**src/rtl/circuit6_hlsm.sv**
```systemverilog
// circuit6 datapath, z = ((a % c) == zero) ? a - 1 : c + 1, using an iterative restoring modulo.
// Optional macro CIRCUIT6_HLSM_ZDIV_FAST_EN: when c=0, skip the divide loop (g = a either way).
module circuit6_hlsm #(
    parameter int DATAWIDTH = 64
) (
    input  logic                 clk,
    input  logic                 rst,
    input  logic                 start,
    input  logic [DATAWIDTH-1:0] a,
    input  logic [DATAWIDTH-1:0] c,
    input  logic [DATAWIDTH-1:0] zero,
    output logic [DATAWIDTH-1:0] z,
    output logic                 done,
    output logic                 busy
);
    localparam int W     = DATAWIDTH;
    localparam int CNT_W = (W > 2) ? $clog2(W) : 1;
    localparam logic [W-1:0] ONE = W'(1);

    typedef enum logic [1:0] {IDLE, DIV, SEL, DONE} state_t;

    state_t           state_q, state_d;
    logic [W-1:0]     a_q, a_d;
    logic [W-1:0]     c_q, c_d;
    logic [W-1:0]     zero_q, zero_d;
    logic [W-1:0]     q_q, q_d;
    logic [W:0]       r_q, r_d;
    logic [CNT_W-1:0] cnt_q, cnt_d;
    logic [W-1:0]     z_q, z_d;
    logic [W:0]       rs;
    logic [W-1:0]     g;

    always_comb begin
        state_d = state_q;
        a_d     = a_q;
        c_d     = c_q;
        zero_d  = zero_q;
        q_d     = q_q;
        r_d     = r_q;
        cnt_d   = cnt_q;
        z_d     = z_q;
        rs      = {r_q[W-1:0], q_q[W-1]};
        g       = r_q[W-1:0];
        case (state_q)
            IDLE: begin
                if (start) begin
                    a_d     = a;
                    c_d     = c;
                    zero_d  = zero;
                    q_d     = a;
                    r_d     = '0;
                    cnt_d   = CNT_W'(W - 1);
                    state_d = DIV;
`ifdef CIRCUIT6_HLSM_ZDIV_FAST_EN
                    // Divisor zero leaves the remainder equal to a, so load it directly.
                    if (c == '0) begin
                        r_d     = {1'b0, a};
                        state_d = SEL;
                    end
`endif
                end
            end
            DIV: begin
                q_d = q_q << 1;
                // With c=0 every compare passes, so r simply accumulates a.
                if (rs >= {1'b0, c_q}) begin
                    r_d = rs - {1'b0, c_q};
                end else begin
                    r_d = rs;
                end
                if (cnt_q == '0) begin
                    state_d = SEL;
                end else begin
                    cnt_d = cnt_q - 1'b1;
                end
            end
            SEL: begin
                z_d     = (g == zero_q) ? (a_q - ONE) : (c_q + ONE);
                state_d = DONE;
            end
            DONE: begin
                state_d = IDLE;
            end
            default: begin
                state_d = IDLE;
            end
        endcase
    end

    always_ff @(posedge clk) begin
        if (rst) begin
            state_q <= IDLE;
            a_q     <= '0;
            c_q     <= '0;
            zero_q  <= '0;
            q_q     <= '0;
            r_q     <= '0;
            cnt_q   <= '0;
            z_q     <= '0;
        end else begin
            state_q <= state_d;
            a_q     <= a_d;
            c_q     <= c_d;
            zero_q  <= zero_d;
            q_q     <= q_d;
            r_q     <= r_d;
            cnt_q   <= cnt_d;
            z_q     <= z_d;
        end
    end

    assign z    = z_q;
    assign done = (state_q == DONE);
    assign busy = (state_q != IDLE);
endmodule

```
**config.mk**
```make
export PLATFORM = sky130hd
export DESIGN_NAME = circuit6_hlsm
export DESIGN_NICKNAME = d
export VERILOG_FILES = /design/src/rtl/circuit6_hlsm.sv
export SDC_FILE = /design/constraint.sdc
export NUM_CORES = 1
export LEC_CHECK = 0
export BUFFER_PORTS_ARGS = -buffer_cell sky130_fd_sc_hd__buf_2
export CAP_MARGIN = 25
export CELL_PAD_IN_SITES_DETAIL_PLACEMENT = 1
export CELL_PAD_IN_SITES_GLOBAL_PLACEMENT = 2
export CORE_ASPECT_RATIO = 1.5
export CORE_MARGIN = 8
export CORE_UTILIZATION = 35
export DETAILED_ROUTE_END_ITERATION = 16
export GPL_TIMING_DRIVEN = 0
export MAX_ROUTING_LAYER = met4
export PLACE_DENSITY = 0.79
export SLEW_MARGIN = 20
export SYNTH_ARGS = -nofsm -noshare
export SYNTH_HDL_FRONTEND = slang
export SYNTH_SLANG_ARGS = --single-unit
```
**constraint.sdc**
```tcl
create_clock -name clk -period 3.8 [get_ports clk]
set_clock_uncertainty 0.05 [all_clocks]
set_input_delay 0.19 -clock clk [delete_from_list [all_inputs] [get_ports clk]]
set_output_delay 0.19 -clock clk [all_outputs]
set_load 0.01 [all_outputs]
```
======== After elaboration in Yosys (flattened, before gate mapping) ========
Index checks and enable logic that the tools add are counted.
storage, ports and cells
  logic and storage cells ................. 40
  bits in registers ....................... 392
  output and inout bits ................... 66
operators by class
  $lt $le $gt $ge ......................... 1
  mux-type cells .......................... 12
  reduce and logical (&&, ||, !) cells .... 8
  equality and inequality tests ........... 7
  add/sub/neg operators ................... 4
operators with widths
  kind                     number
  $mux W64                 4
  $pmux W64 S2             2
  $ge A65 B64 Y1           1
  $add A64 B1 Y64 const B  1
  $eq A64 B64 Y1           1
  $sub A64 B1 Y64 const B  1
  $sub A64 B64 Y64         1
  $mux W6                  2
  $pmux W6 S2              1
  $pmux W2 S4              1
  $logic_not A6 Y1         1
  $ne A2 B2 Y1 const B     3
  $reduce_and A2 Y1        3
  $sub A6 B1 Y6 const B    1
  $eq A2 B2 Y1 const B     2
  $mux W2                  2
  $reduce_bool A2 Y1       2
  $reduce_and A3 Y1        1
  $eq A2 B1 Y1 const B     1
  $logic_not A2 Y1         1

======== Depth between registers and ports, before layout ========
  depth in word-level cells ............... 3
  depth in mapped cells ................... 15
  depth with buffers taken out ............ 13

======== Least setup slack after synthesis ========
Ideal clock, no wire load.
  kind .................................... register to register
  start ................................... reg c_q[20]
  end ..................................... reg r_q[42]
  stages on the path, launching flop included .. 15
  setup time .............................. 0.128 ns
  path buffers ............................ 3
  slack ................................... 0.524 ns
  data arrival time ....................... 3.098 ns
  cells stage by stage .................... dfxtp_1 clkbuf_1 inv_1 ha_1 and3_1 nand3_1 or4_1 nor4b_1 a211oi_1 a21bo_2 a41oi_2 buf_4 buf_2 a32oi_1 o31ai_1
on the way
  cells in the longest elaborated chain, start to end .. 3
RTL lines
  element                                                    RTL line  text
  start: declaration                                         24        logic [W-1:0] c_q, c_d;
  start signal: assignment                                   94        c_q <= '0;
  start signal: assignment                                   103       c_q <= c_d;
  $sub A64 B64 Y64 / $ge A65 B64 Y1 (equally long branches)  67, 66
  $mux W64 (*)                                               66        if (rs >= {1'b0, c_q}) begin
  $pmux W64 S2 (*)                                           44        case (state_q)
  end signal: assignment                                     106       r_q <= r_d;
  end: declaration                                           27        logic [W:0] r_q, r_d;
Mark *: on every way between the ends. The rest lies on a longest branch, timed or not.
A chain may end at the register's enable or synchronous reset.

======== Worst setup path after layout ========
  start ................................... reg c_q[0]
  end ..................................... reg r_q[62]
The elaborated chain is that of the path after synthesis.

==> reports/metrics.cfg <==
[timing]
final_hold_viol_count=0
timing_worst_slew_pin_value_ns=1.09
period_minus_slack_ns=3.73
setup_ws_ns=0.0670
finalSetupViolCount=0
finalMaxSlewViolations=0
timing.fmax_mhz=268
grt_setup_unrepaired=true
post-route-period-util=0.982
worst_hold_slack_ns=0.153
timing.slew.headroom=0.271

[floorplan]
die-height_um=325
die_area_mm2=0.0722
placementRows=113
floorplan.core_area_mm2=0.0632
design.portCount=261
dieWidth_um=222
start_util=0.353

[final_layout]
flow.area_growth_from_synthesis_pct=28.1
fillCellCount=7674
multi_input_area_mm2=0.0137
finish.net_count=3673
post_route_cell_area_mm2=0.0286
fraction_of_layout_instances_using_a_drive_strength_above_1=0.136
sequential_cell_area_mm2=0.00787

[place]
detailed_place.area_mm2=0.0246
place_hpwl_mm=82.8
portBuffers=260
place_congestion=0.927
preCtsSetupSlack_ns=-1.33

[synth]
number_of_synthesized_flops_with_an_enable_pin=0
synthDistinctLibCells=74
synth_top_cells_by_area=sky130_fd_sc_hd__dfxtp_1 35%, sky130_fd_sc_hd__nand2_1 9.5%, sky130_fd_sc_hd__a21oi_1 7.4%
async_set_reset_flop_share_out_of_synthesis=0
synthesis.area_mm2=0.0223
yosysWarnings=0
ys.flop_type=sky130_fd_sc_hd__dfxtp_1
synth_sequential_area_ratio=0.352
post-synth-top-area-fraction=0.352
yosys_reg_bits=392
syn_avg_cell_area_um2=7.68
synth_nets=3174
post_synthesis_cell_type_with_the_largest_combined_area=sky130_fd_sc_hd__dfxtp_1
netlist_instances=2905

[min_path]
holdCritPathClass=input port to flip-flop
hold_depth=4

[critical_path]
critPathKind=flip-flop to flip-flop
crit_path_max_incr_delay_ns=0.41
critPathRequiredTime_ns=4.23
worst-path-stages=13
worst_path_most_repeated_cell=sky130_fd_sc_hd__o211ai_1
critPathArrivalTime_ns=4.16
timing.critical_path.from_type=flip-flop
path_delay_family=compound AO/OA/AOI/OAI gates
timing.reg2reg.worst_path_depth=13
crit_path_max_fanout=6
crit_path_cell_trace=ha_1 > fa_1 > nor2b_2 > o2111ai_2 > a21bo_2 > a211oi_2 > o211ai_1 > buf_4 > a21oi_4 > a31oi_2 > o21ai_1 > mux2i_1 > o211ai_1
path_buf_inv=1
cp_slowest_cell=sky130_fd_sc_hd__dfxtp_1
setup.worst_path.end_class=flip-flop

[clocking]
cts.reportedPaths.clkPinSlew_ns=0.06
clkSinkCount=392
cts-root-to-sink-buffers=3
cts-buffers-inserted=44
cell_at_the_root_of_the_clock_tree=sky130_fd_sc_hd__clkbuf_16
clk_latency_ns=0.62
cts_tree=done
htree_levels=2

[detailed_routing]
postRouteAntennaNets=0
post-route-drc-count=0
routed_via_density=5.40
post_drt_wl_per_cell_um=24.6
detail_route.iter0.violations=1062
routed_wirelength_mm=104
vias=22900
dr.pass1.iters=5

[global_routing]
grt_antenna_before_repair=6
gr-usage-all-layers=0.288
grt_overflow=0
first_pass_grt_wire_length_mm=155
grt_start_max_net_pins=14
vias_in_the_first_global_route=25200

[outcome]
status=complete, no violations

[flow_run]
max-cap-violations=0

==> cells by family after synthesis <==
family                     Yosys count  share of synthesized area
muxes                              109                     0.0490
buffers and inverters              274                     0.0475
AOI/OAI and AO/OA                  737                      0.202
adders and majority gates           74                     0.0419
xor gates and xnor gates           243                     0.0955
and+or+nand+nor                   1076                      0.212
DFF                                392                      0.352
==> placed cells by master, fill, tap and decap left out, types with 19 or more instances in the layout <==
cell	n
sky130_fd_sc_hd__dfxtp_1	379
sky130_fd_sc_hd__a21oi_1	326
sky130_fd_sc_hd__nand4_1	39
sky130_fd_sc_hd__buf_1	19
sky130_fd_sc_hd__dlygate4sd3_1	192
sky130_fd_sc_hd__nor4_1	27
sky130_fd_sc_hd__ha_1	62
sky130_fd_sc_hd__inv_1	89
sky130_fd_sc_hd__a32oi_1	20
sky130_fd_sc_hd__nor3_1	42
sky130_fd_sc_hd__buf_2	261
sky130_fd_sc_hd__a21o_1	40
sky130_fd_sc_hd__clkbuf_16	45
sky130_fd_sc_hd__xnor2_1	180
sky130_fd_sc_hd__nand2_1	564
sky130_fd_sc_hd__o21ai_0	122
sky130_fd_sc_hd__clkbuf_1	134
sky130_fd_sc_hd__xor2_1	62
sky130_fd_sc_hd__buf_4	22
sky130_fd_sc_hd__mux2i_1	107
sky130_fd_sc_hd__a211oi_1	79
sky130_fd_sc_hd__nand3_1	43
sky130_fd_sc_hd__nor2_1	239
==> worst min-delay path: stages <==
cell,delay [ns]
sky130_fd_sc_hd__buf_2,0.11
sky130_fd_sc_hd__nand2b_1,0.16
sky130_fd_sc_hd__o21ai_0,0.19
sky130_fd_sc_hd__a211oi_1,0.11
==> registers in the layout (all words and copies together), names as in the netlist <==
| name | cells |
|---|---|
| cnt_q | 6 |
| state_q | 2 |
| a_q | 64 |
| q_q | 64 |
| zero_q | 64 |
| c_q | 64 |
| r_q | 64 |
| z | 64 |
==> timing repair <==
item,in CTS,in global routing
hold endpoints to repair,255,0
pin swaps,7,6
gates resized for setup,64,41
hold buffers,192,0
cloned,1,0
setup buffers,14,5
endpoints found under the setup margin,111,67
==> worst paths after layout <==
kind	start	endpoint	slack [ns]
worst max-delay path	c_q[0]	r_q[62]	0.07
worst min register to register	c_q[27]	c_q[27]	0.41
worst min-delay path	start	state_q[0]	0.15
worst max register to register	c_q[0]	r_q[62]	0.07
==> cell usage after synthesis, drive strengths merged, types with 15 or more instances <==
cell type  instances
or3               15
and3              18
nor4              29
a211oi            83
a21o              40
xor2              62
clkbuf           153
a32oi             20
xnor2            181
mux2i            107
o21ai            131
buf               31
inv               90
ha                73
nand3             43
a21oi            330
dfxtp            392
nand4             40
nor2             242
nand2            565
nor3              53
==> metal layers <==
layer	up-vias	GRT usage	part of all wire
li1	11100	-	-
met1	11200	0.292	0.38
met2	490	0.532	0.52
met5	-	-	0
met3	207	0.0380	0.035
met4	0	0.152	0.060
==> through the flow <==
stage | util | TNS [ns] | std cells
after floorplan | - | 0 | 2905
after global placement | 0.389 | -72.32 | 3970
after detailed placement | 0.389 | -75.12 | 3970
after CTS | 0.450 | 0 | 4252
after global routing | 0.452 | -0.0534 | 4246
final | 0.452 | 0 | 4246
==> final cells by class <==
class                           instances  share of cell area
Buffer                                165              0.0248
Clock buffer                           61              0.0450
Clock inverter                         16             0.00618
Timing Repair Buffer                  472               0.120
Sequential cell                       392               0.276
Inverter                               90              0.0118
Multi-Input combinational cell       2239               0.481
Tap cell                              805              0.0353
Antenna cell                            6            0.000526
Power is not shown: default switching activity piles up to over one toggle a cycle in this logic, so the estimate is an artifact.
